<file path="src/rtl/bus_xfer_ctrl.sv">
// bus_xfer_ctrl: sequences one register-to-register move over the shared data bus
module bus_xfer_ctrl #(
    parameter int NUM_REGS = 4,
    parameter int SEL_W    = 3,
    parameter int CNT_W    = 8
) (
    input  logic                clk,
    input  logic                rst,
    input  logic                start,
    input  logic [SEL_W-1:0]    src_sel,
    input  logic [SEL_W-1:0]    dst_sel,
    output logic                ready,
    output logic                done,
    output logic                err,
    output logic [NUM_REGS-1:0] reg_out_tri_en,
    output logic [NUM_REGS-1:0] reg_en,
    output logic [CNT_W-1:0]    xfer_count
);
    typedef enum logic [1:0] {IDLE, DRIVE, LOAD, RELEASE} state_t;
    state_t           state, state_n;
    logic [SEL_W-1:0] src_q, dst_q, src_n, dst_n;
    logic             acc, bad, noop;
    // accept decode and next state; selects are taken live only at acceptance
    always_comb begin
        acc     = ready && start;
        bad     = int'(src_sel) >= NUM_REGS || int'(dst_sel) >= NUM_REGS;
        noop    = src_sel == dst_sel;
        src_n   = acc ? src_sel : src_q;
        dst_n   = acc ? dst_sel : dst_q;
        state_n = state == DRIVE ? LOAD :
                  state == LOAD  ? RELEASE :
                  (acc && !bad && !noop) ? DRIVE : IDLE;
    end
    // state and registered outputs, all decoded from the next state
    always_ff @(posedge clk) begin
        if (rst) begin
            state          <= IDLE;
            src_q          <= '0;
            dst_q          <= '0;
            ready          <= 1'b1;
            done           <= 1'b0;
            err            <= 1'b0;
            reg_out_tri_en <= '0;
            reg_en         <= '0;
            xfer_count     <= '0;
        end else begin
            state          <= state_n;
            src_q          <= src_n;
            dst_q          <= dst_n;
            ready          <= state_n == IDLE || state_n == RELEASE;
            done           <= state_n == RELEASE || (acc && (bad || noop));
            err            <= acc && bad;
            reg_out_tri_en <= (state_n == DRIVE || state_n == LOAD) ? NUM_REGS'(1) << src_n : '0;
            reg_en         <= state_n == LOAD ? NUM_REGS'(1) << dst_n : '0;
            xfer_count     <= xfer_count + CNT_W'(state_n == RELEASE);
        end
    end
endmodule
</file>
<file path="config.mk">
export PLATFORM = sky130hd
export DESIGN_NAME = bus_xfer_ctrl
export DESIGN_NICKNAME = d
export VERILOG_FILES = /design/src/rtl/bus_xfer_ctrl.sv
export SDC_FILE = /design/constraint.sdc
export NUM_CORES = 1
export LEC_CHECK = 0
export ABC_AREA = 1
export CORE_ASPECT_RATIO = 0.6
export CORE_MARGIN = 5
export CORE_UTILIZATION = 51
export CTS_CLUSTER_DIAMETER = 100
export DETAILED_ROUTE_END_ITERATION = 8
export GPL_TIMING_DRIVEN = 1
export PLACE_DENSITY = 0.82
export REMOVE_ABC_BUFFERS = 1
export SLEW_MARGIN = 20
export SYNTH_ARGS = -nofsm -noshare
export SYNTH_HDL_FRONTEND = slang
export SYNTH_SLANG_ARGS = --single-unit
</file>
<file path="constraint.sdc">
create_clock -name clk -period 3 [get_ports clk]
set_input_delay 0.75 -clock clk [delete_from_list [all_inputs] [get_ports clk]]
set_output_delay 0.75 -clock clk [all_outputs]
set_load 0.02 [all_outputs]
</file>
==> metrics.txt <==
# TYPE chip_impl_metric gauge
chip_impl_info{name="outcome",value="finished clean"} 1
chip_impl_info{name="layout_common_cells",value="sky130_fd_sc_hd__dfxtp_1 (27), sky130_fd_sc_hd__clkdlybuf4s50_1 (27), sky130_fd_sc_hd__nor2_1 (25)"} 1
chip_impl_metric{name="layout_setup_ws",unit="ns"} 0.884
chip_impl_metric{name="yosys-mux-area-fraction",unit="%"} 0
chip_impl_info{name="top_layer_used",value="met4"} 1
chip_impl_metric{name="clockPowerShare",unit="%"} 28.4
chip_impl_metric{name="tightestPinTransition",unit="ns"} 0.366
chip_impl_metric{name="global_route.usage.total",unit="%"} 14.6
chip_impl_metric{name="cts_made_buffers",unit=""} 3
chip_impl_metric{name="core_area",unit="µm²"} 2150
chip_impl_metric{name="critPathMaxFanout",unit=""} 7
chip_impl_metric{name="start_util",unit="%"} 52.9
chip_impl_metric{name="pin_count_of_the_biggest_net_entering_global_routing",unit=""} 17
chip_impl_metric{name="core.rowCount",unit=""} 13
chip_impl_metric{name="resized_after_cts",unit=""} 0
chip_impl_info{name="setup.worst_path.end_class",value="output pin"} 1
chip_impl_info{name="min-delay-start",value="xfer_count[3]"} 1
chip_impl_info{name="hold_end",value="xfer_count[3]"} 1
chip_impl_metric{name="timing.final.setup_violations",unit=""} 0
chip_impl_metric{name="full_die_area",unit="µm²"} 3300
chip_impl_metric{name="cts_hold_repair.buffers",unit=""} 0
chip_impl_metric{name="ant_nets_after_route",unit=""} 0
chip_impl_info{name="critPathTopFamily",value="buffers and inverters"} 1
chip_impl_info{name="synth_top_family_by_area",value="simple AND/OR/NAND/NOR gates"} 1
chip_impl_metric{name="vias_cell",unit=""} 4.71
chip_impl_metric{name="die_width",unit="µm"} 70.9
chip_impl_metric{name="synth_simple_gate_area_share",unit="%"} 26.5
chip_impl_metric{name="synth.yosys.seq_area_share",unit="%"} 47.6
chip_impl_info{name="synth_top_area_cell",value="sky130_fd_sc_hd__dfxtp_1"} 1
chip_impl_metric{name="net_switching_power_of_the_design",unit="µW"} 198
chip_impl_metric{name="share_seq_of_total_power",unit="%"} 53.2
chip_impl_metric{name="setup.reg_to_reg.worst_slack",unit="ns"} 1.34
chip_impl_metric{name="worst-endpoint-arrival",unit="ns"} 1.37
chip_impl_metric{name="grt_pass1_vias",unit=""} 825
chip_impl_metric{name="drive_gt1_share",unit="%"} 13.7
chip_impl_metric{name="ir_drop",unit="V"} 0.000401
chip_impl_info{name="worstReg2RegEnd",value="xfer_count[6]"} 1
chip_impl_info{name="worst_hold_path_type",value="flop to flop"} 1
chip_impl_metric{name="hpwl_dp",unit="µm"} 1760
chip_impl_metric{name="met3_wire_length",unit="µm"} 117
chip_impl_metric{name="maxCapViolations",unit=""} 0
chip_impl_metric{name="ys_warn_count",unit=""} 0
chip_impl_metric{name="synth-adder-area-share",unit="%"} 6.62
chip_impl_info{name="cp_cell_sequence",value="clkdlybuf4s50_1"} 1
chip_impl_metric{name="r2r_cells",unit=""} 8
chip_impl_info{name="clk_root_buffer_cell",value="sky130_fd_sc_hd__clkbuf_8"} 1
chip_impl_metric{name="powerDensity",unit="nW/µm²"} 488
chip_impl_metric{name="final.setup_skew",unit="ns"} 0.00503
chip_impl_metric{name="postSynthCellCount",unit=""} 138
chip_impl_metric{name="pin_count",unit=""} 28
chip_impl_metric{name="finalCritPeriodShare",unit="%"} 70.5
chip_impl_metric{name="critical_path_required",unit="ns"} 2.25
chip_impl_metric{name="yosys_register_bits",unit=""} 27
chip_impl_metric{name="portBuffers",unit=""} 27
chip_impl_metric{name="switching_share",unit="%"} 27.4
chip_impl_metric{name="syn_area",unit="µm²"} 1130
chip_impl_metric{name="critical_path.max_stage_delay",unit="ns"} 0.65
chip_impl_metric{name="detail_route.wirelength",unit="µm"} 2170
chip_impl_info{name="critical-path-slowest-cell",value="sky130_fd_sc_hd__clkdlybuf4s50_1"} 1
chip_impl_info{name="timing_worst_setup_path_type",value="flop to output pin"} 1
chip_impl_metric{name="route.detailed.wl_per_inst",unit="µm"} 11.0
chip_impl_metric{name="ctsLongestPathBuffers",unit=""} 2
chip_impl_metric{name="drc_errors",unit=""} 0
chip_impl_metric{name="synth_compound_area_share",unit="%"} 7.17
chip_impl_metric{name="wl_met2",unit="µm"} 1020
chip_impl_metric{name="die_height",unit="µm"} 46.5
chip_impl_metric{name="detail_route.first_pass.iterations",unit=""} 4
chip_impl_metric{name="drv_slew",unit=""} 0
chip_impl_metric{name="antennaDiodeCount",unit=""} 0
chip_impl_metric{name="worst_hold_slack_across_all_endpoints",unit="ns"} 0.482
chip_impl_metric{name="power_total",unit="µW"} 724
chip_impl_info{name="clock_tree_from_tritoncts",value="done"} 1
chip_impl_metric{name="via_count",unit=""} 932
chip_impl_metric{name="xor_xnor_portion_of_the_synthesized_cell_area",unit="%"} 0.772
chip_impl_metric{name="numClockSinks",unit=""} 27
chip_impl_metric{name="cts_setup_buffers",unit=""} 0
chip_impl_info{name="cp-start-kind",value="flop"} 1
chip_impl_metric{name="nNetsFinal",unit=""} 184
chip_impl_metric{name="synth.avg_cell_area",unit="µm²"} 8.22
chip_impl_metric{name="grt_overflow",unit=""} 0
chip_impl_metric{name="worst_setup_hold_path_clk_slew",unit="ns"} 0.08
chip_impl_metric{name="post-synth-top-area-fraction",unit="%"} 47.6
chip_impl_metric{name="drt_iter0_drc",unit=""} 39
chip_impl_metric{name="detailedPlace.worstSlack",unit="ns"} 0.738
chip_impl_metric{name="fmaxAchievable",unit="GHz"} 0.473
chip_impl_metric{name="internal_power",unit="µW"} 526
chip_impl_metric{name="power_leakage",unit="nW"} 0.642
chip_impl_metric{name="layout_min_cycle_time",unit="ns"} 2.12
chip_impl_metric{name="buffers_and_inverters_on_the_worst_path",unit=""} 1
chip_impl_metric{name="setup_tns",unit="ns"} 0
chip_impl_info{name="timing.rr.start",value="state[0]"} 1
chip_impl_metric{name="finalWeightedCongestion",unit=""} 0.802
chip_impl_metric{name="area_growth_syn_to_layout",unit="%"} 30.8
chip_impl_metric{name="timing.slew.headroom",unit="%"} 75.4
chip_impl_metric{name="whs_path_depth",unit=""} 2
chip_impl_metric{name="initial_antenna_violation_count",unit=""} 0
chip_impl_info{name="rsz_0062_raised_after_global_routing",value="false"} 1
chip_impl_metric{name="combinationalPowerShare",unit="%"} 18.4
chip_impl_info{name="synth.top_cells.by_area",value="sky130_fd_sc_hd__dfxtp_1 (48%), sky130_fd_sc_hd__nor2_1 (8.3%), sky130_fd_sc_hd__ha_1 (6.6%)"} 1
chip_impl_metric{name="detail_route.wirelength.met1",unit="µm"} 1010
chip_impl_metric{name="worst_skew_late_latency",unit="ns"} 0.27
chip_impl_metric{name="netlist-cell-type-count",unit=""} 28
chip_impl_metric{name="finalHoldViolCount",unit=""} 0
chip_impl_metric{name="htree_num_levels",unit=""} 1
chip_impl_metric{name="grt_first_pass_wirelength",unit="µm"} 3590
## metrics by stage
stage                     instance area (µm²)  util (%)  instances
final                                    1480      69.1        198
after global routing                     1480      69.1        198
after CTS                                1480      69.1        198
after detailed placement                 1440      66.8        194
after global placement                   1440      66.8        194
after floorplan                          1120         -        136
## worst max path at each step
stage | start | to | slack (ns) | depth (start not counted)
6_report | xfer_count[4] | xfer_count[4] | 0.88 | 1
5_1_grt | xfer_count[4] | xfer_count[4] | 0.81 | 1
4_1_cts | xfer_count[4] | xfer_count[4] | 0.88 | 1
3_5_place_dp | src_sel[2] | reg_out_tri_en[1] | 0.74 | 10
3_3_place_gp | src_sel[2] | reg_out_tri_en[1] | 0.81 | 10
2_1_floorplan | src_sel[2] | reg_out_tri_en[1] | 1.35 | 9
## final cells by class
cell class / instances / area [µm²]
Fill cell: 182 / 663
Sequential cell: 27 / 541
Multi-Input combinational cell: 80 / 465
Timing Repair Buffer: 28 / 278
Inverter: 29 / 114
Clock buffer: 3 / 41.3
Tap cell: 30 / 37.5
Clock inverter: 1 / 7.51
## per-layer routing
layer  vias up  track usage [%]
li1        483                -
met1       427             16.0
met2        18             26.0
met3         4             6.75
met4         0             4.49
met5         -                0
## power by group through the flow
stage                     clock network, mW  logic (mW)  registers [mW]
after global routing                  0.227       0.149           0.387
after detailed placement                  0       0.134           0.394
after global placement                    0       0.130           0.393
after floorplan                           0      0.0735           0.404
final                                 0.206       0.133           0.385
after CTS                             0.214       0.135           0.385
## Yosys cell counts (all sizes together)
cell type and n:
dfxtp 27, nor2 26, inv 24, nand2 19, nand3 7, o21ai 7, ha 6, a21oi 5
clkinv 5, nor3 3, nand4 2, a31oi 1, buf 1, clkbuf 1, nand3b 1, nor3b 1
o21a 1, xor2 1
## tightest hold or removal path: stages (launching register included)
cell and delay [ns]:
sky130_fd_sc_hd__dfxtp_1 0.32, sky130_fd_sc_hd__inv_2 0.07, sky130_fd_sc_hd__a21oi_1 0.05
## sequential cells by signal, indices dropped and copies added (netlist names)
name and cells:
err 1, ready 1, src_q 3, done 1, dst_q 3, reg_out_tri_en 4, xfer_count 8, state 2
reg_en 4
## cells by family after synthesis
logic type / Yosys count
AOI/OAI and AO/OA: 14
buffers and inverters: 31
and+or+nand+nor: 59
xor gates and xnor gates: 1
DFF: 27
adders and majority gates: 6
Note: power is estimated with default switching activity, not from simulation.
